$ cat config.mk
export PLATFORM = sky130hd
export DESIGN_NAME = uart_byte_rx
export DESIGN_NICKNAME = d
export VERILOG_FILES = /design/src/rtl/uart_pkg.sv /design/src/rtl/sync_2ff.sv /design/src/rtl/uart_byte_rx.sv
export SDC_FILE = /design/constraint.sdc
export NUM_CORES = 1
export LEC_CHECK = 0
export ABC_AREA = 1
export CAP_MARGIN = 20
export CORE_UTILIZATION = 39
export CTS_BUF_LIST = sky130_fd_sc_hd__clkbuf_4
export CTS_CLUSTER_SIZE = 8
export DETAILED_ROUTE_END_ITERATION = 16
export PLACE_DENSITY_LB_ADDON = 0.05
export SLEW_MARGIN = 20
export SYNTH_ARGS = -nofsm -noshare
export SYNTH_HDL_FRONTEND = slang
export SYNTH_SLANG_ARGS = --single-unit
$ cat constraint.sdc
create_clock -name clk -period 1.9 [get_ports clk]
set_input_delay 0.38 -clock clk [delete_from_list [all_inputs] [get_ports clk]]
set_output_delay 0.38 -clock clk [all_outputs]
set_load 0.02 [all_outputs]
$ cat src/rtl/uart_pkg.sv
// Shared UART definitions: receiver FSM states, default line settings and the
// command byte codes understood by the Bluetooth command decoder.
package uart_pkg;

  localparam int unsigned CLK_FREQ_DEFAULT = 100_000_000;
  localparam int unsigned BAUD_DEFAULT     = 9600;

  typedef enum logic [2:0] {
    StIdle,
    StStart,
    StData,
    StStop,
    StBreak
  } rx_state_e;

  localparam logic [7:0] CMD_PRE_CMD = 8'h00;
  localparam logic [7:0] CMD_PAUSE   = 8'h01;
  localparam logic [7:0] CMD_NEXT    = 8'h02;
  localparam logic [7:0] CMD_PREV    = 8'h03;
  localparam logic [7:0] CMD_VOL_UP  = 8'h04;
  localparam logic [7:0] CMD_VOL_DN  = 8'h05;
  localparam logic [7:0] CMD_FX0     = 8'h40;
  localparam logic [7:0] CMD_FX1     = 8'h41;
  localparam logic [7:0] CMD_FX2     = 8'h42;

  function automatic logic maj3(input logic a, input logic b, input logic c);
    return (a & b) | (a & c) | (b & c);
  endfunction

endpackage

$ cat src/rtl/sync_2ff.sv
// Two-flop synchronizer for a single asynchronous input; reset value selectable
// so idle-high lines (UART rx, pulled-up buttons) come out of reset inactive.
module sync_2ff #(
  parameter logic RESET_VAL = 1'b1
) (
  input  logic clk,
  input  logic rst_n,
  input  logic i_d,
  output logic o_q
);

  logic r_meta;
  logic r_sync;

  always_ff @(posedge clk or negedge rst_n) begin
    if (!rst_n) begin
      r_meta <= RESET_VAL;
      r_sync <= RESET_VAL;
    end else begin
      r_meta <= i_d;
      r_sync <= r_meta;
    end
  end

  assign o_q = r_sync;

endmodule

$ cat src/rtl/uart_byte_rx.sv
// 8N1 UART receiver with 3-sample majority voting, start-glitch rejection and
// stop-bit checking; emits one-cycle done / frame-error strobes.
module uart_byte_rx
  import uart_pkg::*;
#(
  parameter int unsigned CLK_FREQ = CLK_FREQ_DEFAULT,
  parameter int unsigned BAUD     = BAUD_DEFAULT
) (
  input  logic       clk,
  input  logic       rst_n,
  input  logic       rx,
  output logic [7:0] o_data,
  output logic       o_rx_done,
  output logic       o_frame_err,
  output logic       o_busy
);

  localparam int unsigned CLKS_PER_BIT = CLK_FREQ / BAUD;
  localparam int unsigned HALF         = CLKS_PER_BIT / 2;
  localparam int unsigned CNT_W        = $clog2(CLKS_PER_BIT);

  localparam logic [CNT_W-1:0] CNT_LAST = CNT_W'(CLKS_PER_BIT - 1);
  localparam logic [CNT_W-1:0] CNT_S0   = CNT_W'(HALF - 1);
  localparam logic [CNT_W-1:0] CNT_S1   = CNT_W'(HALF);
  localparam logic [CNT_W-1:0] CNT_S2   = CNT_W'(HALF + 1);

  rx_state_e        r_state;
  rx_state_e        w_state_nxt;
  logic [CNT_W-1:0] r_cnt;
  logic [CNT_W-1:0] w_cnt_nxt;
  logic [CNT_W-1:0] w_cnt_adv;
  logic [2:0]       r_idx;
  logic [2:0]       w_idx_nxt;
  logic [7:0]       r_shift;
  logic [7:0]       w_shift_nxt;
  logic [7:0]       r_data;
  logic [7:0]       w_data_nxt;
  logic             r_done;
  logic             w_done_nxt;
  logic             r_ferr;
  logic             w_ferr_nxt;
  logic             r_smp0;
  logic             r_smp1;
  logic             r_rx_prev;
  logic [1:0]       r_flush;

  logic w_rx_s;
  logic w_fall;
  logic w_eval;
  logic w_maj;

  sync_2ff #(
    .RESET_VAL (1'b1)
  ) u_sync (
    .clk   (clk),
    .rst_n (rst_n),
    .i_d   (rx),
    .o_q   (w_rx_s)
  );

  // r_rx_prev stays 0 until the synchronizer holds real line samples, so a line
  // that is already low at reset release needs a genuine 1->0 before it counts.
  always_ff @(posedge clk or negedge rst_n) begin
    if (!rst_n) begin
      r_flush   <= 2'b00;
      r_rx_prev <= 1'b0;
    end else begin
      r_flush   <= {r_flush[0], 1'b1};
      r_rx_prev <= r_flush[1] ? w_rx_s : 1'b0;
    end
  end

  always_ff @(posedge clk or negedge rst_n) begin
    if (!rst_n) begin
      r_smp0 <= 1'b1;
      r_smp1 <= 1'b1;
    end else begin
      if (r_cnt == CNT_S0) r_smp0 <= w_rx_s;
      if (r_cnt == CNT_S1) r_smp1 <= w_rx_s;
    end
  end

  assign w_fall    = r_rx_prev & ~w_rx_s;
  assign w_eval    = (r_cnt == CNT_S2);
  // Third vote is the live sample taken in the evaluation cycle itself.
  assign w_maj     = maj3(r_smp0, r_smp1, w_rx_s);
  assign w_cnt_adv = (r_cnt == CNT_LAST) ? '0 : r_cnt + 1'b1;

  always_comb begin
    w_state_nxt = r_state;
    w_cnt_nxt   = r_cnt;
    w_idx_nxt   = r_idx;
    w_shift_nxt = r_shift;
    w_data_nxt  = r_data;
    w_done_nxt  = 1'b0;
    w_ferr_nxt  = 1'b0;

    unique case (r_state)
      StIdle: begin
        w_cnt_nxt = '0;
        w_idx_nxt = '0;
        if (w_fall) w_state_nxt = StStart;
      end
      StStart: begin
        w_cnt_nxt = w_cnt_adv;
        if (w_eval && w_maj) begin
          w_state_nxt = StIdle;
          w_cnt_nxt   = '0;
        end else if (r_cnt == CNT_LAST) begin
          w_state_nxt = StData;
          w_idx_nxt   = '0;
        end
      end
      StData: begin
        w_cnt_nxt = w_cnt_adv;
        if (w_eval) w_shift_nxt[r_idx] = w_maj;
        if (r_cnt == CNT_LAST) begin
          if (r_idx == 3'd7) w_state_nxt = StStop;
          else               w_idx_nxt   = r_idx + 3'd1;
        end
      end
      StStop: begin
        w_cnt_nxt = w_cnt_adv;
        // Decide mid-stop-bit so a following start edge lands while in IDLE.
        if (w_eval) begin
          w_cnt_nxt = '0;
          if (w_maj) begin
            w_data_nxt  = r_shift;
            w_done_nxt  = 1'b1;
            w_state_nxt = StIdle;
          end else begin
            w_ferr_nxt  = 1'b1;
            w_state_nxt = StBreak;
          end
        end
      end
      StBreak: begin
        w_cnt_nxt = '0;
        if (w_rx_s) w_state_nxt = StIdle;
      end
      default: begin
        w_state_nxt = StIdle;
        w_cnt_nxt   = '0;
      end
    endcase
  end

  always_ff @(posedge clk or negedge rst_n) begin
    if (!rst_n) begin
      r_state <= StIdle;
      r_cnt   <= '0;
      r_idx   <= '0;
      r_shift <= '0;
      r_data  <= '0;
      r_done  <= 1'b0;
      r_ferr  <= 1'b0;
    end else begin
      r_state <= w_state_nxt;
      r_cnt   <= w_cnt_nxt;
      r_idx   <= w_idx_nxt;
      r_shift <= w_shift_nxt;
      r_data  <= w_data_nxt;
      r_done  <= w_done_nxt;
      r_ferr  <= w_ferr_nxt;
    end
  end

  assign o_data      = r_data;
  assign o_rx_done   = r_done;
  assign o_frame_err = r_ferr;
  assign o_busy      = (r_state != StIdle);

endmodule

==> results of run 1 <==
routing by layer:
metal,track usage,up-vias,wire length (µm)
met4,0.0556,0,62
met2,0.234,34,1810
met1,0.239,793,2350
met3,0.0360,6,154
met5,0,-,0
li1,-,928,-
synthesized netlist by cell type, drive strengths merged:
cell    count  area share
a21oi       2      0.0078
o21ai      14       0.031
o21bai      1      0.0083
nand2      83        0.14
nor3b       1      0.0033
clkinv      1      0.0022
nand3b      2      0.0066
nand3      20       0.049
dfstp       4       0.047
nor2       40       0.079
conb        1      0.0017
dfrtp      41        0.45
xor2        8       0.031
nand4       8       0.022
nor3       10       0.024
ha          5       0.028
inv        34       0.057
buf         2      0.0072
kinds of logic (layout without fill, tap and decap cells):
| family | after synthesis | after routing | synth area share |
|---|---|---|---|
| buffers and inverters | 37 | 65 | 0.0660 |
| AO/OA/AOI/OAI | 17 | 17 | 0.0471 |
| other | 1 | 1 | 0.00166 |
| AND/OR/NAND/NOR | 164 | 164 | 0.325 |
| flip-flops | 45 | 45 | 0.501 |
| adder cells (fa/ha/maj) | 5 | 5 | 0.0277 |
| XOR/XNOR | 8 | 8 | 0.0310 |
critical path, stage by stage, from the launching register on:
cell	delay [ns]
dfrtp_1	0.46
nor2_2	0.21
nand2_1	0.07
dlygate4sd2_1	0.32
registers in the layout (all words and copies together) (netlist names), 2 cells and up:
| signal | cells |
|---|---|
| r_flush | 2 |
| r_shift | 8 |
| o_data | 8 |
| r_state | 3 |
| r_cnt | 14 |
| r_idx | 3 |
final timing paths:
check	startpoint	to	slack (ns)	depth (start not counted)
worst min register to register	r_flush[0]	r_flush[1]	0.37	0
worst max-delay path	r_state[0]	o_busy	0.13	3
min in group asynchronous	rst_n	r_cnt[5]	0.51	2
max in group asynchronous	rst_n	r_shift[6]	0.90	3
worst max register to register	r_cnt[0]	r_cnt[8]	0.16	10
worst min-delay path	r_flush[0]	r_flush[1]	0.37	0
repair_timing:
item / in CTS / in global routing
gates resized for setup: 1 / 3
endpoints found under the setup margin: 1 / 18
hold buffers: 1 / 0
buffers inserted: 0 / 2
hold endpoints to repair: 16 / 0
pin swaps: 0 / 1
power breakdown:
| part | leakage [nW] | switching [mW] | internal, mW |
|---|---|---|---|
| sequential | 0.606 | 0.0337 | 0.988 |
| clock | 0.0389 | 0.306 | 0.273 |
| combinational | 0.577 | 0.229 | 0.156 |
| total | 1.22 | 0.569 | 1.42 |
area by class of cell:
type,instances,share of cell area
multi-input cells,195,0.374
well taps,72,0.0341
flip-flops and latches,45,0.429
repair buffers,22,0.0830
clock buffers,5,0.0142
inverters,35,0.0503
clock inverters,3,0.0156
==> flow_results.xml, run 1 <==
<?xml version="1.0" encoding="UTF-8"?>
<metrics>
  <group name="layout">
    <metric name="mostFrequentLayoutCells" unit="">nand2_1 (82), dfrtp_1 (41), inv_1 (31), nor2_1 (30), nand3_1 (18)</metric>
    <metric name="final_design_area_no_fill" unit="µm²">2640</metric>
    <metric name="layout.area.seq" unit="µm²">1130</metric>
    <metric name="total_area_of_multi_input_combinational_cells" unit="µm²">987</metric>
    <metric name="post_route_cells_drive_above_1_share" unit="">0.138</metric>
    <metric name="layout.cells.most_common" unit="">nand2_1</metric>
    <metric name="syn2layout_area_growth" unit="%">16.9</metric>
    <metric name="finish.utilization" unit="">0.476</metric>
    <metric name="num-fill-cells" unit="">551</metric>
    <metric name="num_antenna_cells" unit="">0</metric>
    <metric name="layout.nets" unit="">312</metric>
    <metric name="final-instance-count-excl-fill" unit="">377</metric>
  </group>
  <group name="floorplan">
    <metric name="area_of_the_die" unit="µm²">6100</metric>
    <metric name="rows" unit="">27</metric>
    <metric name="io_pins" unit="">14</metric>
    <metric name="core_area" unit="µm²">5540</metric>
    <metric name="start_util" unit="">0.407</metric>
    <metric name="die_w" unit="µm">78.1</metric>
    <metric name="die_h" unit="µm">78.1</metric>
  </group>
  <group name="clock_network">
    <metric name="cts.htree.levels" unit="">2</metric>
    <metric name="number_of_buffers_added_by_the_clock_tree_synthesis_step" unit="">5</metric>
    <metric name="tritoncts" unit="">done</metric>
    <metric name="numClockSinks" unit="">45</metric>
    <metric name="clk_latency" unit="ns">0.35</metric>
    <metric name="largest_buffer_count_on_any_clock_path" unit="">2</metric>
    <metric name="worst_setup_hold_path_clk_slew" unit="ns">0.13</metric>
    <metric name="clock_tree.root_cell" unit="">clkbuf_4</metric>
  </group>
  <group name="sta">
    <metric name="final-max-slew-violation-count" unit="">0</metric>
    <metric name="final.min_clock_period" unit="ns">1.77</metric>
    <metric name="post-route-worst-setup-slack" unit="ns">0.126</metric>
    <metric name="report.final.setup_viol" unit="">0</metric>
    <metric name="report.final.hold_viol_count" unit="">0</metric>
    <metric name="portion_of_the_clock_cycle_consumed_by_the_worst_path_in_the_final_layout" unit="">0.934</metric>
    <metric name="fin_tns_setup" unit="ns">0</metric>
    <metric name="worst_hold_slack" unit="ns">0.365</metric>
    <metric name="finClkSkew" unit="ns">0.00697</metric>
    <metric name="maximum_clock_frequency" unit="MHz">564</metric>
  </group>
  <group name="grt">
    <metric name="grt_antenna_before_repair" unit="">0</metric>
    <metric name="gr-total-overflow" unit="">0</metric>
    <metric name="grt_pass1_wl" unit="mm">7.67</metric>
    <metric name="grt_start_max_net_pins" unit="">26</metric>
    <metric name="grt_util_all_layers" unit="">0.162</metric>
    <metric name="grt_pass1_vias" unit="">1652</metric>
  </group>
  <group name="routing">
    <metric name="detailroute.via_count" unit="">1761</metric>
    <metric name="dr.first_iter.drc_count" unit="">120</metric>
    <metric name="detail_route.wl_per_cell" unit="µm">11.6</metric>
    <metric name="routed_wl" unit="mm">4.38</metric>
    <metric name="drtAntennaViolNets" unit="">0</metric>
    <metric name="first_pass_iters" unit="">4</metric>
    <metric name="drc_violation_count_after_routing" unit="">0</metric>
    <metric name="drt-vias-per-instance" unit="">4.67</metric>
  </group>
  <group name="place">
    <metric name="pre_cts_ws" unit="ns">0.0345</metric>
    <metric name="port-buffer-count" unit="">13</metric>
    <metric name="finalWeightedCongestion" unit="">0.812</metric>
    <metric name="placed_cells" unit="">366</metric>
    <metric name="place.detailed.hpwl" unit="mm">3.28</metric>
    <metric name="placedInstanceArea" unit="µm²">2510</metric>
  </group>
  <group name="yosys">
    <metric name="netlist-cell-type-count" unit="">25</metric>
    <metric name="synth-seq-area-share" unit="">0.501</metric>
    <metric name="synth_seq_cells" unit="">45</metric>
    <metric name="synth-warning-count" unit="">0</metric>
    <metric name="synthesis.instances" unit="">277</metric>
    <metric name="syn-cell-area" unit="µm²">2260</metric>
    <metric name="syn-num-nets" unit="">285</metric>
    <metric name="postSynthAreaPerCell" unit="µm²">8.15</metric>
  </group>
  <group name="status">
    <metric name="status" unit="">finished clean</metric>
  </group>
  <group name="worst_setup_path">
    <metric name="worstPathMaxFanout" unit="">6</metric>
    <metric name="cp_data_required_time" unit="ns">1.52</metric>
    <metric name="timing.critical_path.from_type" unit="">flop</metric>
    <metric name="timing.critical_path.to_type" unit="">primary output</metric>
    <metric name="cp_data_arrival_time" unit="ns">1.39</metric>
    <metric name="crit_type" unit="">flop to primary output</metric>
  </group>
  <group name="run">
    <metric name="max_cap_viol_count" unit="">0</metric>
  </group>
  <group name="worst_hold_path">
    <metric name="hold_path_class" unit="">flop to flop</metric>
  </group>
  <group name="power">
    <metric name="static-leakage-power" unit="nW">1.22</metric>
    <metric name="post-layout-total-power" unit="mW">1.99</metric>
    <metric name="pwr_density_cell" unit="nW/µm²">753</metric>
    <metric name="vdd.ir_drop.worst" unit="µV">413</metric>
  </group>
</metrics>
(Power assumes the default switching activity.)
==> run 2: changes to the inputs <==
--- a/config.mk
+++ b/config.mk
@@ -14,2 +14,3 @@
 export PLACE_DENSITY_LB_ADDON = 0.05
+export SKIP_LAST_GASP = 1
 export SLEW_MARGIN = 20
--- a/constraint.sdc
+++ b/constraint.sdc
@@ -3,2 +3,2 @@
 set_output_delay 0.38 -clock clk [all_outputs]
-set_load 0.02 [all_outputs]
+set_load 0.1 [all_outputs]
==> run 2 against run 1 <==
Critical path depth up 6; sequential power is essentially flat; largest power group unchanged; critical path type is now flop to flop; first-iteration DRC count decreased by 24%; global-route usage increased by 0.19 points; cell area fell by 1.0%; critical endpoint is now r_cnt[2]; cell count decreased by 0.53%; core utilization fell by 0.47 points.
==> flow_results.xml, run 2 (synthesis results as in run 1) <==
<?xml version="1.0" encoding="UTF-8"?>
<metrics>
  <group name="power">
    <metric name="pwr_density_cell" unit="nW/µm²">803</metric>
    <metric name="post-layout-total-power" unit="mW">2.10</metric>
    <metric name="seqPwrFrac" unit="">0.490</metric>
    <metric name="netSwitchingFraction" unit="">0.319</metric>
    <metric name="combinationalPowerShare" unit="">0.224</metric>
    <metric name="total_switching_power" unit="µW">669</metric>
    <metric name="power.share.clock" unit="">0.286</metric>
    <metric name="static-leakage-power" unit="nW">1.23</metric>
    <metric name="vdd.ir_drop.worst" unit="µV">785</metric>
    <metric name="internal-power" unit="mW">1.43</metric>
  </group>
  <group name="floorplan">
    <metric name="area_of_the_die" unit="µm²">6100</metric>
    <metric name="die_h" unit="µm">78.1</metric>
    <metric name="start_util" unit="">0.407</metric>
    <metric name="io_pins" unit="">14</metric>
    <metric name="core_area" unit="µm²">5540</metric>
    <metric name="die_w" unit="µm">78.1</metric>
    <metric name="rows" unit="">27</metric>
  </group>
  <group name="layout">
    <metric name="syn2layout_area_growth" unit="%">15.7</metric>
    <metric name="num-fill-cells" unit="">567</metric>
    <metric name="num_antenna_cells" unit="">0</metric>
    <metric name="finish.utilization" unit="">0.472</metric>
    <metric name="post_route_cells_drive_above_1_share" unit="">0.172</metric>
    <metric name="layout.nets" unit="">310</metric>
    <metric name="layout.cells.most_common" unit="">nand2_1</metric>
    <metric name="mostFrequentLayoutCells" unit="">nand2_1 (82), dfrtp_1 (40), inv_1 (31), nor2_1 (31), nand3_1 (18)</metric>
    <metric name="layout.area.seq" unit="µm²">1130</metric>
    <metric name="total_area_of_multi_input_combinational_cells" unit="µm²">1000</metric>
    <metric name="final-instance-count-excl-fill" unit="">375</metric>
    <metric name="top_register" unit="">r_cnt</metric>
    <metric name="largest_register_ffs" unit="">14</metric>
  </group>
  <group name="worst_setup_path">
    <metric name="worstPathMaxFanout" unit="">7</metric>
    <metric name="crit_path_cell_trace" unit="">ha_2, nand2_1, nor2_4, inv_2, nor2_1, nand2_1, nand2_1, o21bai_4, nor2_1</metric>
    <metric name="critical_path.most_common_cell" unit="">nand2_1</metric>
    <metric name="register_to_register_setup_slack" unit="ns">0.14</metric>
    <metric name="cp_data_arrival_time" unit="ns">2.01</metric>
    <metric name="cpMaxStageDelayCell" unit="">dfrtp_2</metric>
    <metric name="crit_type" unit="">flop to flop</metric>
    <metric name="critPathMaxStageDelay" unit="ns">0.44</metric>
    <metric name="timing.critical_path.to_type" unit="">flop</metric>
    <metric name="critical_path.reg2reg.startpoint" unit="">r_cnt[0]</metric>
    <metric name="timing.critical_path.max_delay_family" unit="">simple AND/OR/NAND/NOR gates</metric>
    <metric name="timing.critical_path.from_type" unit="">flop</metric>
    <metric name="cp_data_required_time" unit="ns">2.14</metric>
    <metric name="reg2reg_to" unit="">r_cnt[2]</metric>
    <metric name="cp.buffers_inverters" unit="">1</metric>
    <metric name="r2r.worst_path.cells" unit="">9</metric>
  </group>
  <group name="run">
    <metric name="max_cap_viol_count" unit="">0</metric>
  </group>
  <group name="worst_hold_path">
    <metric name="worst_hold_startpoint" unit="">u_sync.r_meta</metric>
    <metric name="min_delay_worst_endpoint" unit="">u_sync.o_q</metric>
    <metric name="holdPathStages" unit="">0</metric>
    <metric name="hold_path_class" unit="">flop to flop</metric>
  </group>
  <group name="place">
    <metric name="finalWeightedCongestion" unit="">0.785</metric>
    <metric name="place.detailed.hpwl" unit="mm">3.30</metric>
    <metric name="port-buffer-count" unit="">13</metric>
    <metric name="placed_cells" unit="">365</metric>
    <metric name="pre_cts_ws" unit="ns">0.0469</metric>
  </group>
  <group name="sta">
    <metric name="maximum_clock_frequency" unit="MHz">567</metric>
    <metric name="report.final.setup_viol" unit="">0</metric>
    <metric name="portion_of_the_clock_cycle_consumed_by_the_worst_path_in_the_final_layout" unit="">0.929</metric>
    <metric name="worst_hold_slack" unit="ns">0.368</metric>
    <metric name="finClkSkew" unit="ns">0.00576</metric>
    <metric name="final-max-slew-violation-count" unit="">0</metric>
    <metric name="post-route-worst-setup-slack" unit="ns">0.135</metric>
    <metric name="final.min_clock_period" unit="ns">1.76</metric>
    <metric name="report.final.hold_viol_count" unit="">0</metric>
  </group>
  <group name="clock_network">
    <metric name="number_of_buffers_added_by_the_clock_tree_synthesis_step" unit="">5</metric>
    <metric name="largest_buffer_count_on_any_clock_path" unit="">2</metric>
    <metric name="post-cts-setup-buffer-count" unit="">0</metric>
    <metric name="tritoncts" unit="">done</metric>
    <metric name="numClockSinks" unit="">45</metric>
    <metric name="clock_tree.root_cell" unit="">clkbuf_4</metric>
    <metric name="worst_setup_hold_path_clk_slew" unit="ns">0.13</metric>
    <metric name="clk_latency" unit="ns">0.35</metric>
    <metric name="cts.htree.levels" unit="">2</metric>
  </group>
  <group name="routing">
    <metric name="drc_violation_count_after_routing" unit="">0</metric>
    <metric name="detail_route.wl_per_cell" unit="µm">12.2</metric>
    <metric name="drtAntennaViolNets" unit="">0</metric>
    <metric name="routed_wl" unit="mm">4.56</metric>
    <metric name="first_pass_iters" unit="">4</metric>
    <metric name="detailroute.via_count" unit="">1769</metric>
    <metric name="drt-vias-per-instance" unit="">4.72</metric>
    <metric name="dr.first_iter.drc_count" unit="">91</metric>
  </group>
  <group name="grt">
    <metric name="grt_antenna_before_repair" unit="">0</metric>
    <metric name="grt_util_all_layers" unit="">0.164</metric>
    <metric name="gr-total-overflow" unit="">0</metric>
    <metric name="grt_pass1_wl" unit="mm">7.74</metric>
    <metric name="grt_pass1_vias" unit="">1698</metric>
    <metric name="grt_start_max_net_pins" unit="">27</metric>
  </group>
  <group name="status">
    <metric name="status" unit="">finished clean</metric>
  </group>
</metrics>
[run 2: cell count changes in the layout (fill, tap and decap cells not counted), sizes merged]
cell	previous run	this run
clkdlybuf4s50	11	1
buf	9	17
dlygate4sd2	1	0
o21bai	1	2
[run 2: power by group through the flow]
stage                     Clock [mW]  Combinational [mW]  Sequential [mW]
after global placement             0               0.433             1.04
after floorplan                    0               0.318             1.04
final                          0.601               0.469             1.03
after global routing           0.666               0.517             1.03
after detailed placement           0               0.433             1.04
after CTS                      0.632               0.437             1.03
[run 2: how the worst max path moves through the flow]
stage	startpoint	to	cells after the start
floorplan	r_cnt[0]	r_cnt[10]	10
global placement	r_cnt[0]	r_cnt[11]	9
detailed placement	r_cnt[0]	r_cnt[2]	9
CTS	r_cnt[0]	r_cnt[2]	9
global route	r_cnt[0]	r_cnt[4]	9
finish	r_cnt[0]	r_cnt[2]	9
[run 2: layout make-up]
class	instances	share of cell area
timing repair buffer	19	0.0651
inverter	35	0.0508
sequential	45	0.433
multi-input combinational	196	0.384
tap	72	0.0345
clock inverter	3	0.0177
clock buffer	5	0.0144
[run 2: stage by stage]
step	TNS [ns]	area [µm²]
finish	0	2610
global route	-0.0274	2610
CTS	0	2580
detailed placement	0	2490
global placement	0	2490
floorplan	0	2260
[run 2: worst reg2reg max path: cells and delay by family, from the launching register on]
| kind | cells | cell delay [ns] |
|---|---|---|
| and+or+nand+nor | 6 | 0.74 |
| DFF | 1 | 0.44 |
| adders and majority gates | 1 | 0.22 |
| AOI/OAI and AO/OA | 1 | 0.19 |
| buffers and inverters | 1 | 0.06 |
[run 2: what timing repair did]
| item | in CTS | in global routing |
|---|---|---|
| hold buffers | 1 | 0 |
| gates resized for setup | 0 | 4 |
| endpoints found under the hold margin | 15 | 0 |
| setup endpoints to repair | 0 | 18 |
[run 2: metal layers]
layer  share of wire  vias to the layer above  track usage
li1                -                      928            -
met4          0.0096                        0       0.0556
met2            0.42                       17        0.243
met5               0                        -            0
met1            0.55                      820        0.235
met3           0.026                        4       0.0384
